$ cat config.mk
export PLATFORM = sky130hd
export DESIGN_NAME = sum_window_accumulator
export DESIGN_NICKNAME = d
export VERILOG_FILES = /design/src/rtl/sum_window_accumulator.sv
export SDC_FILE = /design/constraint.sdc
export NUM_CORES = 1
export LEC_CHECK = 0
export BUFFER_PORTS_ARGS = -buffer_cell sky130_fd_sc_hd__buf_2
export CAP_MARGIN = 40
export CORE_MARGIN = 5
export CORE_UTILIZATION = 55
export DETAILED_ROUTE_END_ITERATION = 10
export GPL_ROUTABILITY_DRIVEN = 0
export PLACE_DENSITY = 0.77
export SLEW_MARGIN = 20
export SYNTH_ARGS = -nofsm -noshare
export SYNTH_HDL_FRONTEND = slang
export SYNTH_SLANG_ARGS = --single-unit
$ cat constraint.sdc
create_clock -name clk -period 5.65 [get_ports clk]
set_clock_uncertainty 0.2 [all_clocks]
set_input_delay 0.565 -clock clk [delete_from_list [all_inputs] [get_ports clk]]
set_output_delay 0.565 -clock clk [all_outputs]
set_load 0.1 [all_outputs]
$ cat src/rtl/sum_window_accumulator.sv
// Windowed accumulator for the adder sum stream: sums WINDOW samples,
// saturating at ACC_W bits, and holds the result on a valid/ready port.
// Ports: clk, rst (sync, active-high); in_data/in_valid/in_ready (sample
// input); clear (sync window abort); out_data/out_valid/out_ready/out_sat
// (held window result plus sticky saturation flag).
// Build option: define SUM_AVG_EN to emit sum >> log2(WINDOW) instead of
// the raw sum (WINDOW must then be a power of two).
module sum_window_accumulator #(
  parameter int DATA_W = 8,
  parameter int ACC_W  = 16,
  parameter int WINDOW = 4
) (
  input  logic              clk,
  input  logic              rst,
  input  logic [DATA_W-1:0] in_data,
  input  logic              in_valid,
  output logic              in_ready,
  input  logic              clear,
  output logic [ACC_W-1:0]  out_data,
  output logic              out_valid,
  input  logic              out_ready,
  output logic              out_sat
);

  localparam int CNT_W = 8;
  localparam int EXT_W = ACC_W + 1;

  localparam logic [0:0] S_ACC = 1'b0;
  localparam logic [0:0] S_OUT = 1'b1;

  localparam logic [CNT_W-1:0] LAST = CNT_W'(WINDOW - 1);
  localparam logic [ACC_W-1:0] MAX  = '1;

  if (ACC_W < DATA_W) begin : g_bad_acc_w
    $error("ACC_W must be >= DATA_W");
  end
  if (WINDOW < 1 || WINDOW > 255) begin : g_bad_window
    $error("WINDOW must be in 1..255");
  end

  logic [0:0]       state;
  logic [ACC_W-1:0] acc;
  logic [CNT_W-1:0] cnt;
  logic             sat;
  logic [ACC_W-1:0] out_q;
  logic             out_sat_q;

  logic [EXT_W-1:0] sum_ext;
  logic             ovf;
  logic [ACC_W-1:0] nxt_acc;
  logic             nxt_sat;
  logic [ACC_W-1:0] res;

  // One spare carry bit detects overflow of the running total.
  always_comb begin
    sum_ext = {1'b0, acc} + EXT_W'(in_data);
    ovf     = sum_ext[ACC_W];
    nxt_acc = ovf ? MAX : sum_ext[ACC_W-1:0];
    nxt_sat = sat | ovf;
  end

`ifdef SUM_AVG_EN
  localparam int SHIFT = $clog2(WINDOW);

  if ((WINDOW & (WINDOW - 1)) != 0) begin : g_bad_avg
    $error("SUM_AVG_EN needs a power-of-two WINDOW");
  end

  always_comb begin
    res = nxt_acc >> SHIFT;
  end
`else
  always_comb begin
    res = nxt_acc;
  end
`endif

  assign in_ready  = (state == S_ACC) && !rst;
  assign out_valid = (state == S_OUT);
  assign out_data  = out_q;
  assign out_sat   = out_sat_q;

  always_ff @(posedge clk) begin
    if (rst) begin
      state     <= S_ACC;
      acc       <= '0;
      cnt       <= '0;
      sat       <= 1'b0;
      out_q     <= '0;
      out_sat_q <= 1'b0;
    end else if (clear) begin
      state <= S_ACC;
      acc   <= '0;
      cnt   <= '0;
      sat   <= 1'b0;
    end else if (state == S_OUT) begin
      if (out_ready) begin
        state <= S_ACC;
        acc   <= '0;
        cnt   <= '0;
        sat   <= 1'b0;
      end
    end else if (in_valid) begin
      if (cnt == LAST) begin
        state     <= S_OUT;
        out_q     <= res;
        out_sat_q <= nxt_sat;
        acc       <= nxt_acc;
        cnt       <= cnt + CNT_W'(1);
        sat       <= nxt_sat;
      end else begin
        acc <= nxt_acc;
        cnt <= cnt + CNT_W'(1);
        sat <= nxt_sat;
      end
    end
  end

endmodule

==> results.toml, run 1 <==
[outcome]
outcome = "finished, final reports clean"

[cts]
clock_path_buffers = 2
cts_buffers = 5
ctsResizeCount = 0
h-tree-depth = 2
worstSkewPairLatency_ps = 300
hold_buffers = 0
post_cts_buffers = 0
cts_sinks = 43
cts_root_buf = "clkbuf_8"
cts_tree = "built"
clk_pin_slew_worst_paths_ps = 80

[sta]
worstMarginPinSlew_ps = 747.5
setup_viol = 0
rsz0062_at_grt = "no"
finalSetupTns_ps = 0
post-route-period-util = 0.4475
hold_viol = 0
layout_min_cycle_time_ps = 2528
relSlewSlack = 0.5017
slew_viol_final = 0
fmax_ghz = 0.3955

[floorplan]
chipHeight_um = 76.16
dieArea_um2 = 5800
io_pins = 32
start_util = 0.5606
core_area_um2 = 4294
fp.dieW_um = 76.16
rows = 24

[power_and_ir_drop]
p_sw_frac = 0.2478
leakage_uw = 0.001031
ir_drop_mv = 0.1346
power.switching_uw = 151.0
p_int_uw = 458.2
p_clk_frac = 0.384
seq_power_share = 0.506
total_power_uw = 609.2
share_comb_of_total_power = 0.111
power_density_nw_per_um2 = 229.6

[synthesis]
ys_seq_elements = 43
yosys.area.top_type = "dfxtp_1"
synth_top_area_frac = 0.3576
synthTopCellsByCount = "dfxtp_1 (43), nor2_1 (37), nand2_1 (28), a21oi_1 (22), o21ai_0 (16)"
synth.most_common_cell = "dfxtp_1"
synth.top_cells.by_area = "dfxtp_1 (36%), nor2_1 (5.8%), ha_1 (4.7%), a21oi_1 (4.6%), nand2_1 (4.4%)"
postSynthAreaPerCell_um2 = 8.133
synth_fp_nets = 319
synth_edf_count = 0
synthArstFlopShare = 0
yosysWarnings = 0
ys_seq_area_frac = 0.3576
syn-cell-area_um2 = 2407
synthCells = 296
synth_cell_types = 56
synth_ff_type = "dfxtp_1"

[worst_hold_path]
hold_path_class = "flip-flop to flip-flop"
min_path_cells = 2

[routing]
drt_iter0_markers = 219
wl_mm = 5.985
routedWlPerCell_um = 16.09
ant_nets = 0
dr.pass1.iters = 4
drc = 0
vias_per_cell = 6.228
vias = 2317

[setup_path]
cp-start-kind = "input port"
r2r_setup_slack_ps = 3150
required_ps = 5670
critPathMaxFanout = 3
end_kind = "flip-flop"
criticalPathCategory = "input port to flip-flop"
critPathArrivalTime_ps = 2540
reg2reg_depth = 4
critPathLaunch = "in_data[0]"
rr_startpoint = "out_valid$_SDFF_PP0_"
endpoint = "out_data[6]$_SDFFE_PP0P_"
r2r_end = "out_data[15]$_SDFFE_PP0P_"

[global_route]
grt_pass1_wl_mm = 10.41
overflow = 0
grt_max_degree = 22
antenna_found_initial = 0
grt_pass1_vias = 2226
grt.total_usage = 0.2135

[cells_and_area]
final_util = 0.6180
nFillCells = 401
area_growth_pct = 10.24
seqCellArea_um2 = 860.8
multiInputGateArea_um2 = 1440
antenna_cells = 0
drive_above_1_share = 0.1469
nets = 343

[place]
portBuffers = 31
post-dp-hpwl_mm = 4.286

[job]
drv_cap = 0
==> placed cells by master, fill, tap and decap left out, types with 2 or more instances in the layout <==
cell type / n
o311ai_0: 2
and2_1: 3
clkbuf_8: 5
inv_1: 6
dfxtp_1: 43
o21ai_0: 16
xor2_1: 5
and3_1: 3
nand2_1: 28
buf_2: 31
o211ai_1: 4
a211oi_1: 13
nor2_1: 37
ha_1: 9
nor3_1: 11
a21oi_1: 22
and4_1: 3
xnor2_1: 2
o41ai_1: 3
a31oi_1: 3
o22ai_1: 3
nand3_2: 2
o21a_1: 2
a22oi_1: 2
nand2b_1: 3
nand3_1: 7
a21o_1: 4
a41o_1: 2
a211o_1: 2
or3_1: 4
nand3b_1: 2
nor2b_1: 2
a2111oi_0: 3
nor4_1: 2
o21bai_1: 2
mux2i_1: 2
nand4_1: 9
==> cells by family (layout without fill, tap and decap cells) <==
group                    count (synthesis)  in the layout  synth area share
XOR/XNOR                                 7              7           0.02547
AO/OA/AOI/OAI                           91             91            0.2568
multiplexers                             2              2          0.008316
flip-flops                              43             43            0.3576
buffers and inverters                   21             45           0.04417
AND/OR/NAND/NOR                        122            122            0.2526
adder cells (fa/ha/maj)                 10             10           0.05509
==> power groups by stage <==
stage               Combinational [µW]  Clock, µW  Sequential (µW)
floorplan                         48.9          0              315
global placement                  65.1          0              315
detailed placement                65.8          0              315
CTS                               66.3        236              308
global route                      76.2        252              309
finish                            67.5        234              308
==> registers in the layout (all words and copies together), names as in the netlist <==
register / cells
acc: 16
cnt: 8
out_data: 16
out_sat: 1
out_valid: 1
sat: 1
==> metrics by stage <==
step                      instances  area [µm²]  worst slack (ps)  hold WS [ps]
after global placement          364        2544              2859         244.6
after CTS                       371        2646              3145         265.6
after floorplan                 296        2407              2665         229.1
after detailed placement        364        2544              2841         254.4
after global routing            372        2654              2891         292.4
final                           372        2654              3122         262.9
==> routing by layer <==
metal / GRT usage / share of wire
met3: 0.03783 / 0.051
met5: 0 / 0
met4: 0.07517 / 0.018
met1: 0.2730 / 0.44
met2: 0.3587 / 0.49
==> layout make-up <==
type,count,area share
multi-input combinational,232,0.5427
sequential,43,0.3244
timing repair buffer,32,0.06129
clock buffer,6,0.02735
tap,52,0.02452
clock inverter,1,0.01132
inverter,6,0.008487
==> worst max-delay path, cell delays in order <==
cell and delay (ps):
buf_2 100, ha_1 210, fa_1 420, a211o_1 370, and2_1 190, o41ai_1 320, nor3_1 120, a211oi_1 250
==> worst min-delay path by stage <==
stage | start | endpoint | slack [ps]
2_1_floorplan | acc[0]$_SDFFE_PP0P_ | acc[0]$_SDFFE_PP0P_ | 230
3_3_place_gp | acc[6]$_SDFFE_PP0P_ | acc[6]$_SDFFE_PP0P_ | 240
3_5_place_dp | acc[3]$_SDFFE_PP0P_ | acc[3]$_SDFFE_PP0P_ | 250
4_1_cts | acc[3]$_SDFFE_PP0P_ | acc[3]$_SDFFE_PP0P_ | 270
5_1_grt | acc[3]$_SDFFE_PP0P_ | acc[3]$_SDFFE_PP0P_ | 290
6_report | acc[3]$_SDFFE_PP0P_ | acc[3]$_SDFFE_PP0P_ | 260
(Power assumes the default switching activity.)
==> run 2, diff against run 1 <==
--- a/config.mk
+++ b/config.mk
@@ -8,10 +8,10 @@
 export BUFFER_PORTS_ARGS = -buffer_cell sky130_fd_sc_hd__buf_2
 export CAP_MARGIN = 40
 export CORE_MARGIN = 5
-export CORE_UTILIZATION = 55
+export CORE_UTILIZATION = 52
 export DETAILED_ROUTE_END_ITERATION = 10
 export GPL_ROUTABILITY_DRIVEN = 0
-export PLACE_DENSITY = 0.77
+export PLACE_DENSITY = 0.76
 export SLEW_MARGIN = 20
 export SYNTH_ARGS = -nofsm -noshare
 export SYNTH_HDL_FRONTEND = slang
==> constraint.sdc (replaced) <==
create_clock -name clk -period 2 [get_ports clk]
set_clock_uncertainty 0.2 [all_clocks]
set_input_delay 0.2 -clock clk [delete_from_list [all_inputs] [get_ports clk]]
set_output_delay 0.2 -clock clk [all_outputs]
set_load 0.1 [all_outputs]
==> results.toml, run 2 (same netlist as run 1, synthesis figures left out) <==
[setup_path]
reg2reg_depth = 7
critPathArrivalTime_ps = 2260
r2r_setup_slack_ps = -230
cp-start-kind = "flip-flop"
critPathMaxFanout = 7
criticalPathCategory = "flip-flop to flip-flop"
required_ps = 2030
end_kind = "flip-flop"

[cts]
clock_path_buffers = 2
cts_sinks = 43
cts_root_buf = "clkbuf_8"
cts_tree = "built"
worstSkewPairLatency_ps = 310
cts_buffers = 5
clk_pin_slew_worst_paths_ps = 90
h-tree-depth = 2

[routing]
dr.pass1.iters = 5
top_layer_used = "met4"
vias = 2901
routedWlPerCell_um = 21.76
wl_met3_um = 856
wl_mm = 9.337
wl_met2_mm = 4.454
vias_per_cell = 6.762
drt_iter0_markers = 341
wl_met1_mm = 3.536
ant_nets = 0
drc = 0

[cells_and_area]
area_growth_pct = 47.87
antenna_cells = 0
nets = 399
final_cell_mix = "buf_4 (48), dfxtp_1 (36), nor2_1 (32)"
nFillCells = 259
stdcell_area_um2 = 3560
layout_commonest_cell = "buf_4"
drive_above_1_share = 0.4536

[power_and_ir_drop]
seq_power_share = 0.426
ir_drop_mv = 0.4496
p_sw_frac = 0.2645
total_power_uw = 2051
p_clk_frac = 0.407
power.switching_uw = 542.4
share_comb_of_total_power = 0.167
p_int_uw = 1508
leakage_uw = 0.001377
power_density_nw_per_um2 = 576.1

[sta]
worstMarginPinSlew_ps = 580.5
setup_viol = 34
fmax_ghz = 0.4484
post-route-period-util = 1.115
worst_hold_slack_ps = 95.80
slew_viol_final = 0
relSlewSlack = 0.6130
hold_viol = 0
rsz0062_at_grt = "yes"
setup_slack_ps = -230.4
layout_min_cycle_time_ps = 2230

[global_route]
grt_pass1_vias = 2750
antenna_found_initial = 0
grt_pass1_wl_mm = 13.09
overflow = 0
grt.total_usage = 0.2626
grt_max_degree = 19

[floorplan]
io_pins = 32
rows = 24
core_area_um2 = 4414
chipHeight_um = 78.04
start_util = 0.5454
fp.dieW_um = 78.04
dieArea_um2 = 6090

[place]
post-dp-hpwl_mm = 4.997
pre_cts_slack_ps = -202.9
portBuffers = 31
dpl-instance-area_um2 = 2950

[job]
drv_cap = 0

[worst_hold_path]
hold_path_class = "input port to flip-flop"
min_path_cells = 4

[outcome]
outcome = "complete, but fails checks"
failed_checks = "setup timing"
[run 2: cell count changes in the layout (fill, tap and decap cells not counted), moves of 7 or more]
cell | previous run | this run
buf_4 | 1 | 48
o21ai_0 | 16 | 8
buf_6 | 0 | 7
dfxtp_1 | 43 | 36
ha_1 | 9 | 2
ha_4 | 0 | 7
[run 2: area by class of cell]
class | count | area (µm²) | area share
clock buffer | 5 | 68.82 | 0.01933
clock inverter | 3 | 67.56 | 0.01898
inverter | 6 | 22.52 | 0.006327
multi-input combinational | 233 | 1859 | 0.5223
sequential | 43 | 872.1 | 0.2450
tap | 52 | 65.06 | 0.01828
timing repair buffer | 87 | 604.3 | 0.1698
[run 2: final timing paths]
| check | from | to |
|---|---|---|
| max | acc[0]$_SDFFE_PP0P_ | out_data[10]$_SDFFE_PP0P_ |
| min | in_data[0] | acc[0]$_SDFFE_PP0P_ |
| max reg2reg | acc[0]$_SDFFE_PP0P_ | out_data[10]$_SDFFE_PP0P_ |
| min reg2reg | acc[0]$_SDFFE_PP0P_ | acc[0]$_SDFFE_PP0P_ |
[run 2: power groups by stage]
| stage | Clock [µW] | Sequential (µW) | Combinational (µW) |
|---|---|---|---|
| after floorplan | 0 | 892 | 158 |
| after global placement | 0 | 890 | 232 |
| after detailed placement | 0 | 890 | 236 |
| after CTS | 830 | 872 | 286 |
| after global routing | 870 | 874 | 362 |
| final | 834 | 873 | 343 |
[run 2: worst max-delay path, cell delays in order, from the launching register on]
cell and delay [ps]:
dfxtp_2 340, ha_4 160, fa_2 350, a211o_4 370, nand3_4 110, nand2_2 190
mux2i_1 190, a211oi_2 240
[run 2: what timing repair did]
item,in CTS,in global routing
gates resized for setup,50,34
gates cloned,1,0
hold endpoints to repair,1,0
hold buffers,1,0
buffers inserted,5,6
setup endpoints to repair,33,36
pin swaps,18,18
[run 2: stage by stage]
step / cells / util / setup TNS (ps)
2_1_floorplan: 296 / - / -124.9
3_3_place_gp: 409 / 0.6684 / -2535
3_5_place_dp: 409 / 0.6684 / -3721
4_1_cts: 424 / 0.7645 / -1924
5_1_grt: 429 / 0.8064 / -6230
6_report: 429 / 0.8064 / -3816
[run 2: metal layers]
layer  vias up  GRT usage
li1       1265          -
met1      1369     0.3220
met2       211     0.4296
met3        56    0.05950
met4         0     0.1334
met5         -          0
==> run 3, diff against run 2 <==
--- a/config.mk
+++ b/config.mk
@@ -5,6 +5,7 @@
 export SDC_FILE = /design/constraint.sdc
 export NUM_CORES = 1
 export LEC_CHECK = 0
+export ABC_AREA = 1
 export BUFFER_PORTS_ARGS = -buffer_cell sky130_fd_sc_hd__buf_2
 export CAP_MARGIN = 40
 export CORE_MARGIN = 5
==> results.toml, run 3 <==
[outcome]
outcome = "finished, final reports clean"

[setup_path]
critical-path-top-delay-family = "simple AND/OR/NAND/NOR gates"
cpMostUsedCell = "nand2_2"
end_kind = "flip-flop"
cpPeakStageDelay_ps = 350
required_ps = 2000
path_buf_inv = 2
critPathMaxFanout = 12
slowest_stage = "fa_2"
criticalPathCategory = "flip-flop to flip-flop"
critPathArrivalTime_ps = 2000
cp_cell_sequence = "ha_4 -> fa_2 -> nand2_2 -> nand2_2 -> nand3_2 -> nand2_2 -> nand3_4 -> clkinv_4 -> nor2_1 -> a21o_1 -> inv_1"
cp-start-kind = "flip-flop"

[cts]
worstSkewPairLatency_ps = 300
cts_buffers = 5
cts_tree = "built"
clk_pin_slew_worst_paths_ps = 80
h-tree-depth = 2
clock_path_buffers = 2
hold_buffers = 0
cts_root_buf = "clkbuf_8"
cts_sinks = 43

[synthesis]
synthArstFlopShare = 0
synth_top_area_frac = 0.3507
synth_compound_area_frac = 0.1534
synth-adder-area-share = 0.05403
yosys.area.top_type = "dfxtp_1"
postSynthAreaPerCell_um2 = 6.896
ys_seq_elements = 43
synthMuxAreaShare = 0
synthCells = 356
synth_ff_type = "dfxtp_1"
synthTopCellsByCount = "nand2_1 (86), inv_1 (50), dfxtp_1 (43), nor2_1 (31), a21oi_1 (28)"
synth_top_family_by_area = "simple AND/OR/NAND/NOR gates"
ys_seq_area_frac = 0.3507
synth.top_cells.by_area = "dfxtp_1 (35%), nand2_1 (13%), inv_1 (7.6%), a21oi_1 (5.7%), nor2_1 (4.7%)"
syn-cell-area_um2 = 2455
synth.most_common_cell = "nand2_1"
synth_xor_area_frac = 0.01427
synth-simple-area-share = 0.3231
yosysWarnings = 0
synth_fp_nets = 379
synth_edf_count = 0
synth_cell_types = 37

[worst_hold_path]
hold_path_class = "input port to flip-flop"

[sta]
fmax_ghz = 0.5003
rsz0062_at_grt = "yes"
worst_hold_slack_ps = 6.524
setup_viol = 0
setup_slack_ps = 1.374
worstMarginPinSlew_ps = 493.4
hold_viol = 0
relSlewSlack = 0.6734
layout_min_cycle_time_ps = 1999
post-route-period-util = 0.9993
slew_viol_final = 0
finalSetupTns_ps = 0

[routing]
vias_per_cell = 5.429
drc = 0
vias = 2470
ant_nets = 0
drt_iter0_markers = 262
routedWlPerCell_um = 14.40
dr.pass1.iters = 4
wl_mm = 6.550

[power_and_ir_drop]
p_int_uw = 1264
p_sw_frac = 0.2648
share_comb_of_total_power = 0.131
ir_drop_mv = 0.4264
leakage_uw = 0.001500
power.switching_uw = 455.4
p_clk_frac = 0.362
seq_power_share = 0.507
power_density_nw_per_um2 = 548.8
total_power_uw = 1719

[cells_and_area]
stdcell_area_um2 = 3133
nFillCells = 381
antenna_cells = 0
nets = 423
layout_commonest_cell = "nand2_1"
area_growth_pct = 27.62
final_cell_mix = "nand2_1 (72), inv_1 (50), dfxtp_1 (39)"
drive_above_1_share = 0.2893

[global_route]
grt_max_degree = 23
overflow = 0
grt_pass1_vias = 2283
grt_pass1_wl_mm = 10.21
grt.total_usage = 0.2045
antenna_found_initial = 0

[floorplan]
chipHeight_um = 78.71
fp.dieW_um = 78.71
dieArea_um2 = 6195
core_area_um2 = 4661
io_pins = 32
rows = 25
start_util = 0.5267

[place]
portBuffers = 31
post-dp-hpwl_mm = 4.452
dpl-instance-area_um2 = 2723
pre_cts_slack_ps = -124.4

[job]
drv_cap = 0
-- run 3: cell types whose count changed in the layout (fill, tap and decap cells not counted), sizes merged, moves of 4 or more --
cell	before	now
inv	6	51
nor2	37	33
or3	5	0
a211oi	13	0
o21ai	17	26
buf	86	44
nand3	9	27
a21oi	25	29
a2111oi	4	0
nand2	28	88
nand4	9	3
clkbuf	5	9
-- run 3: path summary, 6_finish.rpt --
kind,startpoint,endpoint,slack (ps),depth (start not counted)
hold reg to reg,cnt[0]$_SDFFE_PP0P_,cnt[0]$_SDFFE_PP0P_,250,1
setup / recovery,acc[0]$_SDFFE_PP0P_,out_data[6]$_SDFFE_PP0P_,1,11
setup reg to reg,acc[0]$_SDFFE_PP0P_,out_data[6]$_SDFFE_PP0P_,1,11
hold / removal,out_ready,out_valid$_SDFF_PP0_,7,4
-- run 3: logic make-up after synthesis --
family | after synthesis
adders and majority gates | 10
AOI/OAI and AO/OA | 67
buffers and inverters | 62
and+or+nand+nor | 170
xor gates and xnor gates | 4
DFF | 43
-- run 3: final cells by class --
type,count,area (µm²),area share
multi-input cells,251,1553,0.4956
flip-flops and latches,43,865.8,0.2764
repair buffers,46,339.1,0.1082
inverters,53,203.9,0.06510
clock buffers,7,96.34,0.03075
well taps,54,67.56,0.02157
clock inverters,1,7.507,0.002396
-- run 3: worst register-to-register path, stage by stage (launching register included) --
cell      delay, ps
dfxtp_2         340
ha_4            160
fa_2            350
nand2_2          80
nand2_2          70
nand3_2          90
nand2_2          80
nand3_4         100
clkinv_4        120
nor2_1          150
a21o_1          130
inv_1            30
-- run 3: power by group through the flow --
stage | sequential [µW] | clock [µW] | combinational [µW]
2_1_floorplan | 891 | 0 | 128
3_3_place_gp | 889 | 0 | 189
3_5_place_dp | 890 | 0 | 191
4_1_cts | 870 | 631 | 198
5_1_grt | 874 | 662 | 245
6_report | 872 | 623 | 225
-- run 3: per-stage QoR --
stage	util	cells
final	0.6722	455
after floorplan	-	356
after global routing	0.6722	455
after detailed placement	0.5842	443
after CTS	0.6132	451
after global placement	0.5842	443
-- run 3: layer usage --
metal,up-vias,routed length (µm),global-route usage
li1,1236,-,-
met1,1152,2952,0.2808
met2,76,3104,0.3268
met3,6,425,0.03175
met4,0,68,0.06993
met5,-,0,0
-- run 3: repair_timing --
item	CTS	global route
setup endpoints to repair	15	30
cloned	0	2
pin swaps	0	11
buffers inserted	0	2
gates resized for setup	9	46
